==> src/rtl/systolic_array_ctrl_pkg.sv <==
// Shared definitions for the systolic array sequencer.
// Holds the default array geometry, lane width, result FIFO sizing and the
// controller state encoding.
package systolic_array_ctrl_pkg;

    localparam int unsigned SA_PE_ROW     = 4;
    localparam int unsigned SA_PE_COL     = 4;
    localparam int unsigned SA_DATA_W     = 32;
    localparam int unsigned SA_FIFO_DEPTH = 8;
    localparam int unsigned SA_CNT_W      = 16;

    typedef enum logic [2:0] {
        ST_IDLE    = 3'd0,
        ST_CLR     = 3'd1,
        ST_WLOAD   = 3'd2,
        ST_COMPUTE = 3'd3,
        ST_DRAIN   = 3'd4
    } state_e;

endpackage

==> src/rtl/systolic_array_ctrl_sa_result_fifo.sv <==
// Synchronous result FIFO between the systolic array and the output port.
// Ports:
//   clk, reset         clock, asynchronous active-high reset
//   push, push_data    write side (written at the clock edge)
//   pop                read side; ignored while empty
//   valid, pop_data    FIFO non-empty and head entry
//   count              number of stored entries
// Push and pop in the same cycle are both honoured, including on a full FIFO.
module systolic_array_ctrl_sa_result_fifo
    import systolic_array_ctrl_pkg::*;
#(
    parameter int unsigned WIDTH = SA_PE_ROW * SA_DATA_W,
    parameter int unsigned DEPTH = SA_FIFO_DEPTH
) (
    input  logic                       clk,
    input  logic                       reset,
    input  logic                       push,
    input  logic [WIDTH-1:0]           push_data,
    input  logic                       pop,
    output logic                       valid,
    output logic [WIDTH-1:0]           pop_data,
    output logic [$clog2(DEPTH+1)-1:0] count
);

    localparam int unsigned PTR_W = $clog2(DEPTH);
    localparam int unsigned CNT_W = $clog2(DEPTH + 1);

    logic [WIDTH-1:0] mem [DEPTH];
    logic [PTR_W-1:0] wr_ptr;
    logic [PTR_W-1:0] rd_ptr;
    logic             full;
    logic             do_push;
    logic             do_pop;

    assign full     = (count == CNT_W'(DEPTH));
    assign do_pop   = pop && (count != '0);
    // A full FIFO can still take a push when the head leaves in the same cycle.
    assign do_push  = push && (!full || do_pop);
    assign valid    = (count != '0);
    assign pop_data = mem[rd_ptr];

    // Storage, pointers and occupancy; DEPTH is a power of two so pointers wrap.
    always_ff @(posedge clk or posedge reset) begin
        if (reset) begin
            for (int i = 0; i < int'(DEPTH); i++) begin
                mem[i] <= '0;
            end
            wr_ptr <= '0;
            rd_ptr <= '0;
            count  <= '0;
        end else begin
            if (do_push) begin
                mem[wr_ptr] <= push_data;
                wr_ptr      <= wr_ptr + PTR_W'(1);
            end
            if (do_pop) begin
                rd_ptr <= rd_ptr + PTR_W'(1);
            end
            case ({do_push, do_pop})
                2'b10:   count <= count + CNT_W'(1);
                2'b01:   count <= count - CNT_W'(1);
                default: count <= count;
            endcase
        end
    end

    // Credit flow control upstream must make this impossible.
    push_when_full_a: assert property (@(posedge clk) disable iff (reset)
        !(push && full && !pop));

endmodule

==> src/rtl/systolic_array_ctrl.sv <==
// Sequencer in front of the systolic array: clears the array, loads PE_ROW
// weight beats, then streams num_vec input vectors and collects each result
// ARRAY_LAT cycles later into a result FIFO with ready/valid output.
// Ports:
//   clk, reset                   clock, asynchronous active-high reset
//   start, num_vec               job start pulse (IDLE only) and vector count
//   busy, done                   job in progress / one-cycle end-of-job pulse
//   wt_valid/wt_ready/wt_data    weight beat handshake
//   in_valid/in_ready/in_data    input vector handshake
//   out_valid/out_ready/out_data result handshake (FIFO head)
//   sa_reset, sa_mode            array clear, weight(1)/compute(0) mode
//   sa_data, sa_weight           registered array inputs
//   sa_result                    array result
// Feed is gated by credits so every in-flight result has a FIFO slot.
module systolic_array_ctrl
    import systolic_array_ctrl_pkg::*;
#(
    parameter int unsigned PE_ROW     = SA_PE_ROW,
    parameter int unsigned PE_COL     = SA_PE_COL,
    parameter int unsigned ARRAY_LAT  = PE_ROW + PE_COL - 1,
    parameter int unsigned FIFO_DEPTH = SA_FIFO_DEPTH,
    parameter int unsigned CNT_W      = SA_CNT_W
) (
    input  logic                        clk,
    input  logic                        reset,
    input  logic                        start,
    input  logic [CNT_W-1:0]            num_vec,
    output logic                        busy,
    output logic                        done,
    input  logic                        wt_valid,
    output logic                        wt_ready,
    input  logic [PE_COL*SA_DATA_W-1:0] wt_data,
    input  logic                        in_valid,
    output logic                        in_ready,
    input  logic [PE_ROW*SA_DATA_W-1:0] in_data,
    output logic                        out_valid,
    input  logic                        out_ready,
    output logic [PE_ROW*SA_DATA_W-1:0] out_data,
    output logic                        sa_reset,
    output logic                        sa_mode,
    output logic [PE_ROW*SA_DATA_W-1:0] sa_data,
    output logic [PE_COL*SA_DATA_W-1:0] sa_weight,
    input  logic [PE_ROW*SA_DATA_W-1:0] sa_result
);

    localparam int unsigned DW     = PE_ROW * SA_DATA_W;
    localparam int unsigned WW     = PE_COL * SA_DATA_W;
    localparam int unsigned CRD_W  = $clog2(FIFO_DEPTH + 1);
    localparam int unsigned WCNT_W = $clog2(PE_ROW + 1);

    state_e               state;
    state_e               state_nxt;
    logic [CNT_W-1:0]     remaining;
    logic [CNT_W-1:0]     remaining_nxt;
    logic [CRD_W-1:0]     credits;
    logic [CRD_W-1:0]     credits_nxt;
    logic [WCNT_W-1:0]    wt_cnt;
    logic [WCNT_W-1:0]    wt_cnt_nxt;
    logic                 sa_vld;
    logic                 sa_vld_nxt;
    logic [ARRAY_LAT-1:0] inflight;
    logic                 sa_mode_nxt;
    logic [WW-1:0]        sa_weight_nxt;
    logic [DW-1:0]        sa_data_nxt;
    logic                 wt_ready_nxt;
    logic                 in_ready_nxt;
    logic                 busy_nxt;
    logic                 done_nxt;

    logic                 wt_acc;
    logic                 feed;
    logic                 pop;
    logic                 push;
    logic [CRD_W-1:0]     fifo_count;
    logic                 fifo_empty_after;
    logic                 drain_ok;

    assign wt_acc   = wt_valid && wt_ready;
    assign feed     = in_valid && in_ready;
    assign pop      = out_valid && out_ready;
    assign push     = inflight[ARRAY_LAT-1];
    assign sa_reset = reset || (state == ST_CLR);

    // Job is finished once nothing is in the array and the last result leaves
    // this cycle (or already left), so done lands the cycle after the last pop.
    assign fifo_empty_after = (fifo_count == '0) || ((fifo_count == CRD_W'(1)) && pop);
    assign drain_ok         = !sa_vld && (inflight == '0) && fifo_empty_after;

    // State register.
    always_ff @(posedge clk or posedge reset) begin
        if (reset) begin
            state <= ST_IDLE;
        end else begin
            state <= state_nxt;
        end
    end

    // Next-state logic.
    always_comb begin
        state_nxt = state;
        case (state)
            ST_IDLE: begin
                if (start) state_nxt = ST_CLR;
            end
            ST_CLR: begin
                state_nxt = ST_WLOAD;
            end
            ST_WLOAD: begin
                if (wt_acc && (wt_cnt == WCNT_W'(PE_ROW - 1))) begin
                    state_nxt = (remaining == '0) ? ST_DRAIN : ST_COMPUTE;
                end
            end
            ST_COMPUTE: begin
                if (feed && (remaining == CNT_W'(1))) state_nxt = ST_DRAIN;
            end
            ST_DRAIN: begin
                if (drain_ok) state_nxt = ST_IDLE;
            end
            default: state_nxt = ST_IDLE;
        endcase
    end

    // Output and counter next values; all of these are registered below.
    always_comb begin
        remaining_nxt = remaining;
        credits_nxt   = credits;
        wt_cnt_nxt    = wt_cnt;
        sa_vld_nxt    = 1'b0;
        sa_mode_nxt   = 1'b0;
        sa_weight_nxt = '0;
        sa_data_nxt   = '0;
        done_nxt      = 1'b0;

        // A feed and a pop in the same cycle cancel out.
        case ({feed, pop})
            2'b10:   credits_nxt = credits - CRD_W'(1);
            2'b01:   credits_nxt = credits + CRD_W'(1);
            default: credits_nxt = credits;
        endcase

        case (state)
            ST_IDLE: begin
                if (start) begin
                    remaining_nxt = num_vec;
                    credits_nxt   = CRD_W'(FIFO_DEPTH);
                    wt_cnt_nxt    = '0;
                end
            end
            ST_WLOAD: begin
                if (wt_acc) begin
                    sa_mode_nxt   = 1'b1;
                    sa_weight_nxt = wt_data;
                    wt_cnt_nxt    = wt_cnt + WCNT_W'(1);
                end
            end
            ST_COMPUTE: begin
                if (feed) begin
                    sa_data_nxt   = in_data;
                    sa_vld_nxt    = 1'b1;
                    remaining_nxt = remaining - CNT_W'(1);
                end
            end
            ST_DRAIN: begin
                done_nxt = drain_ok;
            end
            default: ;
        endcase

        wt_ready_nxt = (state_nxt == ST_WLOAD);
        in_ready_nxt = (state_nxt == ST_COMPUTE) && (remaining_nxt != '0) && (credits_nxt != '0);
        busy_nxt     = (state_nxt != ST_IDLE);
    end

    // Datapath and registered outputs; the inflight pipe trails sa_vld so its
    // tail lines up with the matching sa_result.
    always_ff @(posedge clk or posedge reset) begin
        if (reset) begin
            remaining <= '0;
            credits   <= '0;
            wt_cnt    <= '0;
            sa_vld    <= 1'b0;
            inflight  <= '0;
            sa_mode   <= 1'b0;
            sa_weight <= '0;
            sa_data   <= '0;
            wt_ready  <= 1'b0;
            in_ready  <= 1'b0;
            busy      <= 1'b0;
            done      <= 1'b0;
        end else begin
            remaining <= remaining_nxt;
            credits   <= credits_nxt;
            wt_cnt    <= wt_cnt_nxt;
            sa_vld    <= sa_vld_nxt;
            inflight  <= (inflight << 1) | ARRAY_LAT'(sa_vld);
            sa_mode   <= sa_mode_nxt;
            sa_weight <= sa_weight_nxt;
            sa_data   <= sa_data_nxt;
            wt_ready  <= wt_ready_nxt;
            in_ready  <= in_ready_nxt;
            busy      <= busy_nxt;
            done      <= done_nxt;
        end
    end

    systolic_array_ctrl_sa_result_fifo #(
        .WIDTH (DW),
        .DEPTH (FIFO_DEPTH)
    ) u_result_fifo (
        .clk       (clk),
        .reset     (reset),
        .push      (push),
        .push_data (sa_result),
        .pop       (pop),
        .valid     (out_valid),
        .pop_data  (out_data),
        .count     (fifo_count)
    );

endmodule

==> config.mk <==
export PLATFORM = sky130hd
export DESIGN_NAME = systolic_array_ctrl
export DESIGN_NICKNAME = d
export VERILOG_FILES = /design/src/rtl/systolic_array_ctrl_pkg.sv /design/src/rtl/systolic_array_ctrl_sa_result_fifo.sv /design/src/rtl/systolic_array_ctrl.sv
export SDC_FILE = /design/constraint.sdc
export NUM_CORES = 2
export LEC_CHECK = 0
export CAP_MARGIN = 15
export CORE_UTILIZATION = 45
export CTS_CLUSTER_SIZE = 12
export DETAILED_ROUTE_END_ITERATION = 10
export PLACE_DENSITY_LB_ADDON = 0.3
export SETUP_SLACK_MARGIN = 0.1
export SLEW_MARGIN = 20
export SYNTH_ARGS = -nofsm -noshare
export SYNTH_HDL_FRONTEND = slang
export SYNTH_SLANG_ARGS = --single-unit
==> constraint.sdc <==
create_clock -name clk -period 75 [get_ports clk]
set_input_delay 15 -clock clk [delete_from_list [all_inputs] [get_ports clk]]
set_output_delay 15 -clock clk [all_outputs]
set_load 0.02 [all_outputs]
### After elaboration in Yosys (flattened, before gate mapping)

Index checks and enable logic that the tools add are counted.

* reduce and logical (&&, ||, !) cells: 29
* equal/unequal tests: 16
* bitwise logic cells: 3
* add/subtract/negate cells: 8
* magnitude comparators: 3
* mux-type cells: 31

Operators with widths (number)
* bitwise mux 1024 bit: 1
* 2-to-1 mux 128 bit: 7
* binary-select mux 128 bit (select 3 bit): 1
* demux 128 bit (select 3 bit): 1
* 2-to-1 mux 16 bit: 2
* case mux 16 bit (2 select lines): 1
* 2-to-1 mux 3 bit: 7
* equality test 16 x 1 -> 1 bit (second input constant): 1
* zero test 16 bit: 1
* case mux 4 bit (2 select lines): 2
* nonzero test 16 bit: 1
* subtractor 16 x 1 -> 16 bit (second input constant): 1
* equality test 3 x 2 -> 1 bit (second input constant): 5
* case mux 3 bit (5 select lines): 1
* logical AND 1 bit: 13
* adder 3 x 1 -> 3 bit (second input constant): 3
* adder 4 x 1 -> 4 bit (second input constant): 2
* greater-or-equal comparator 4 bit (second input constant): 2
* 2-to-1 mux 4 bit: 2
* NOT 3 -> 4 bit: 2
* nonzero test 4 bit: 2
* subtractor 4 x 1 -> 4 bit (second input constant): 2
* zero test 7 bit: 1
* OR 7 x 1 -> 7 bit: 1
* 17 further kinds: 28

* input port bits: 406
* output and inout bits: 391
* register bits: 1329
* word-level logic and storage cells: 114

### Logic depth before layout (Yosys ltp)

* depth after elaboration: 10
* gate-level depth with buffers: 14
* gate-level depth less buffers: 14

### Modules after synthesis

A second synthesis with hierarchy kept.

* cell total of the unflattened synthesis: 3439
* area, all modules: 57133.5 um2

Modules (own cells, without submodules)
* systolic_array_ctrl_sa_result_fifo: instances 1, seq. area each 25874.8 um2, area each 46831.2 um2, cells each 2687
* systolic_array_ctrl: instances 1, seq. area each 7382.1 um2, area each 10302.4 um2, cells each 752

### Least setup slack after synthesis

OpenSTA, ideal clock, no wires.

* kind: in2out
* start point: input reset
* end point: output sa_reset
* slack: 12.787 ns
* buffers on the path: 0
* stages: 2
* arrival time: 47.213 ns
* cell sequence: inv_1 > nand2_1

* longest elaborated chain between the ends: 1

RTL lines
* from (decl): line systolic_array_ctrl.sv:25 `input logic reset,`
* logical OR 1 bit: line systolic_array_ctrl.sv:82 `assign sa_reset = reset || (state == ST_CLR);`
* to (decl): line systolic_array_ctrl.sv:39 `output logic sa_reset,`

No other way between the ends.

### Worst setup path in the final report

Same ends and word-level chain as after synthesis.

==> metrics list <==
- Largest cells by area after synthesis: sky130_fd_sc_hd__dfrtp_1, sky130_fd_sc_hd__mux2_2, sky130_fd_sc_hd__mux4_2
- The top cell type by area accounts for 59.4% of the synthesized area.
- The number of global-route vias before repair was approximately 35,000.
- Max_cap viols: 0
* Worst IR drop on VDD: ~0.026 mV
- Critical path startpoint category: primary input
* Number of DRC violations after detailed-routing iteration 0: just over 2,000
* GR Util met1: 40.0%
* Number of placed instances with taps included: ~5,700
* CP arrival: 16.83 ns
* Number of enable flip-flop cells after synthesis: 0
- By instance count, the cell type seen most on the critical path is sky130_fd_sc_hd__clkdlybuf4s50_1.
* DRT antenna net count: 0
* Final Hold Vio Count: 0
* Power density of the placed cells: roughly 38 mW/mm^2
- Final slew viol count: 0
- Instance count of the mapped netlist: approximately 3,400
- Antenna violations before repair: 49
- Entering global routing, the biggest net connects between 150 and 200 pins.
- Once the floorplan was initialized, standard cells occupied ~45% of the core.
- The Yosys step of the flow raised 0 warnings.
* Number of levels the H-tree was split into: 4
* Clock period minus final worst setup slack: approximately 32 ns
* Row count: roughly 130
- On the worst path, the slowest cell contributes a delay of 0.61 ns.
- In this run, distinct cell masters in the synthesized netlist total 59.
- No sink is reached through more buffers than the 3 on the longest clock path.
- Input and output buffers added on the ports amount to 796.
- Worst-skew pair later-pin latency: around 0.76 ns
- Series of cell instances along the critical path: clkdlybuf4s50_1, inv_8, nand2_1, clkdlybuf4s50_1
- Total track usage: between 20% and 30%
* Cell with the biggest individual delay on the critical path: sky130_fd_sc_hd__clkdlybuf4s50_1
- In this run the count of I/O pins placed on the die edge is approximately 800.
- Cell type contributing the most total cell area after synthesis: sky130_fd_sc_hd__dfrtp_1
- Maximum clock frequency: ~0.031 GHz
* Critical path class: in2out
- Inserted Clock Buffers: 147
- Post-DP HPWL: about 120,000 um
- Before CTS, the worst setup slack after placement is 43.12 ns.
- Total power after layout: approximately 0.0027 W
- Synthesized area per cell: about 16 sq um
- Total via count after detailed routing: 33,000
* Most common cell after layout, fill and taps aside: sky130_fd_sc_hd__dfrtp_1
- Cell at the root of the clock tree: sky130_fd_sc_hd__clkbuf_16
- In the synthesized netlist the dominant register cell turns out to be sky130_fd_sc_hd__dfrtp_1.
- After global routing, the most crowded layer is met2.
- Sequential cell area fraction in the yosys report: 59.4%
- Global-route track usage on met3: 7.33%
- The post-route netlist has 39.5% of its cells at a drive strength greater than 1.
- The path class of the tightest hold or removal check is reg2reg.
* Flop and latch count out of synthesis: 1,329
* Commonest non-fill, non-tap cells in the layout: sky130_fd_sc_hd__dfrtp_1, sky130_fd_sc_hd__mux2_2, sky130_fd_sc_hd__clkdlybuf4s50_1, sky130_fd_sc_hd__and2_1, sky130_fd_sc_hd__mux4_2
- Setup repair after global routing left no endpoint under its margin.
- The congestion estimate from routability-driven global placement came to around 1.1.
* Final worst setup slack: between 40 and 50 ns
* Req. time, crit path: 60.00 ns
- Syn nets: roughly 3,900
* Aggregate routed wire length: around 170,000 um
* Area of the die: roughly 0.13 sq mm
- Remaining global-route overflow: 0
* Total Nets Final: 4,643
- For the pin with the worst max-slew slack, the measured transition is roughly 1.1 ns.
* First-pass GRT wire length: 255,000 um
- Hold-fix buffer count after cts: 0
* Number of resized instances in the post-cts repair step: 0
- In the routed layout, each cell is associated on average with a via count of approximately 5.5.
* Number of iterations in the first detailed-routing pass: 6
- In the global route stage, met2 resource usage came out at about 43%.
- Outcome: finished, final reports clean
* Non-filler cells, final: between 5,000 and 6,000
- Period Utilization, post-route: 42.4%
- Setup-violating endpoint count in the final report: 0
- DRC: 0
- Clock Skews: about 0.018 ns
- Clock slew at reported path FFs: 0.06 ns
* Overall die width: 355 um
- After synthesis the cells add up to roughly 0.056 sq mm.
- Synth async-reset ratio: 100%
* Static leakage: around 33 nW
- Clock tree synthesis found a total of roughly 1,300 sinks.
* CORE AREA: ~0.12 sq mm
* Area growth syn-to-layout: 26.0%
* Crit Path Max Fanout: between 60 and 70
- STA classifies the critical path endpoint as an output port.
- Dividing the detail-routed wire length by the instance count gives ~30 um.
* Relative slew margins: around 28%
* Number of setup buffers added after CTS: 0
- CTS tree: done
* Height of the die: between 300 and 400 um
- Setup Total Neg Slack: 0 ns
-- worst max-delay path, delay by kind of cell --
family        cells  cell delay [ns]
buf+inv           3             1.47
simple gates      1             0.29
-- layout make-up --
class                           instances  area, sq um
Fill cell                            9865        53100
Sequential cell                      1329        33300
Multi-Input combinational cell       1875        21800
Timing Repair Buffer                  853         8440
Clock buffer                          229         4490
Tap cell                             1637         2050
Clock inverter                         31          384
Inverter                               17         72.6
Antenna cell                           20         50.0
-- stage by stage --
| stage | cell area (sq um) | utilization, % | hold WS [ns] |
|---|---|---|---|
| after floorplan | 56000 | - | 0.354 |
| after global placement | 65600 | 53.1 | 0.360 |
| after detailed placement | 65600 | 53.1 | 0.365 |
| after CTS | 70500 | 57.0 | 0.378 |
| after global routing | 70500 | 57.0 | 0.387 |
| final | 70600 | 57.1 | 0.376 |
-- flip-flops by register name, summed over array words and instances (netlist names) --
signal and count:
busy 1, sa_weight 128, wt_cnt 3, u_result_fifo.wr_ptr 3, u_result_fifo.rd_ptr 3, u_result_fifo.count 4, credits 4, wt_ready 1
inflight 7, sa_mode 1, u_result_fifo.mem 1024, in_ready 1, sa_data 128, done 1, sa_vld 1, remaining 16
state 3
-- cells by family after synthesis --
group	after synthesis	synth area share, %
xor+xnor	10	0.156
compound gates	41	0.536
mux	1410	33.5
flops	1329	59.4
fa+ha+maj	14	0.326
buf+inv	243	1.77
simple gates	400	4.33
-- where the power goes --
group          total, W  switching, W  internal [W]  leakage (nW)
Sequential      0.00103      0.000120      0.000914          17.8
Combinational  0.000901      0.000411      0.000489          12.4
Clock          0.000726      0.000294      0.000432          2.41
Total           0.00266      0.000825       0.00184          32.7
-- synthesized netlist by cell type (all sizes together) (13+ instances only) --
| master | count |
|---|---|
| nand3 | 16 |
| mux4 | 256 |
| clkbuf | 138 |
| and2 | 259 |
| ha | 13 |
| nor2 | 20 |
| buf | 88 |
| nand2 | 36 |
| dfrtp | 1329 |
| mux2 | 1153 |
| inv | 17 |
-- final timing paths --
kind	endpoint	startpoint	depth (start not counted)	slack (ns)
max	sa_reset	reset	4	43.17
min	inflight[2]	inflight[1]	0	0.38
max reg2reg	u_result_fifo.mem[462]	u_result_fifo.count[0]	9	71.05
min reg2reg	inflight[2]	inflight[1]	0	0.38
max in group asynchronous	u_result_fifo.mem[181]	reset	6	56.78
min in group asynchronous	u_result_fifo.mem[752]	reset	2	14.68
-- metal layers --
metal,vias to the layer above,wire [um]
met2,882,81200
li1,14100,-
met5,-,103
met1,17800,78000
met3,223,11300
met4,16,4130
No activity file was read; power rests on OpenSTA's default activity.
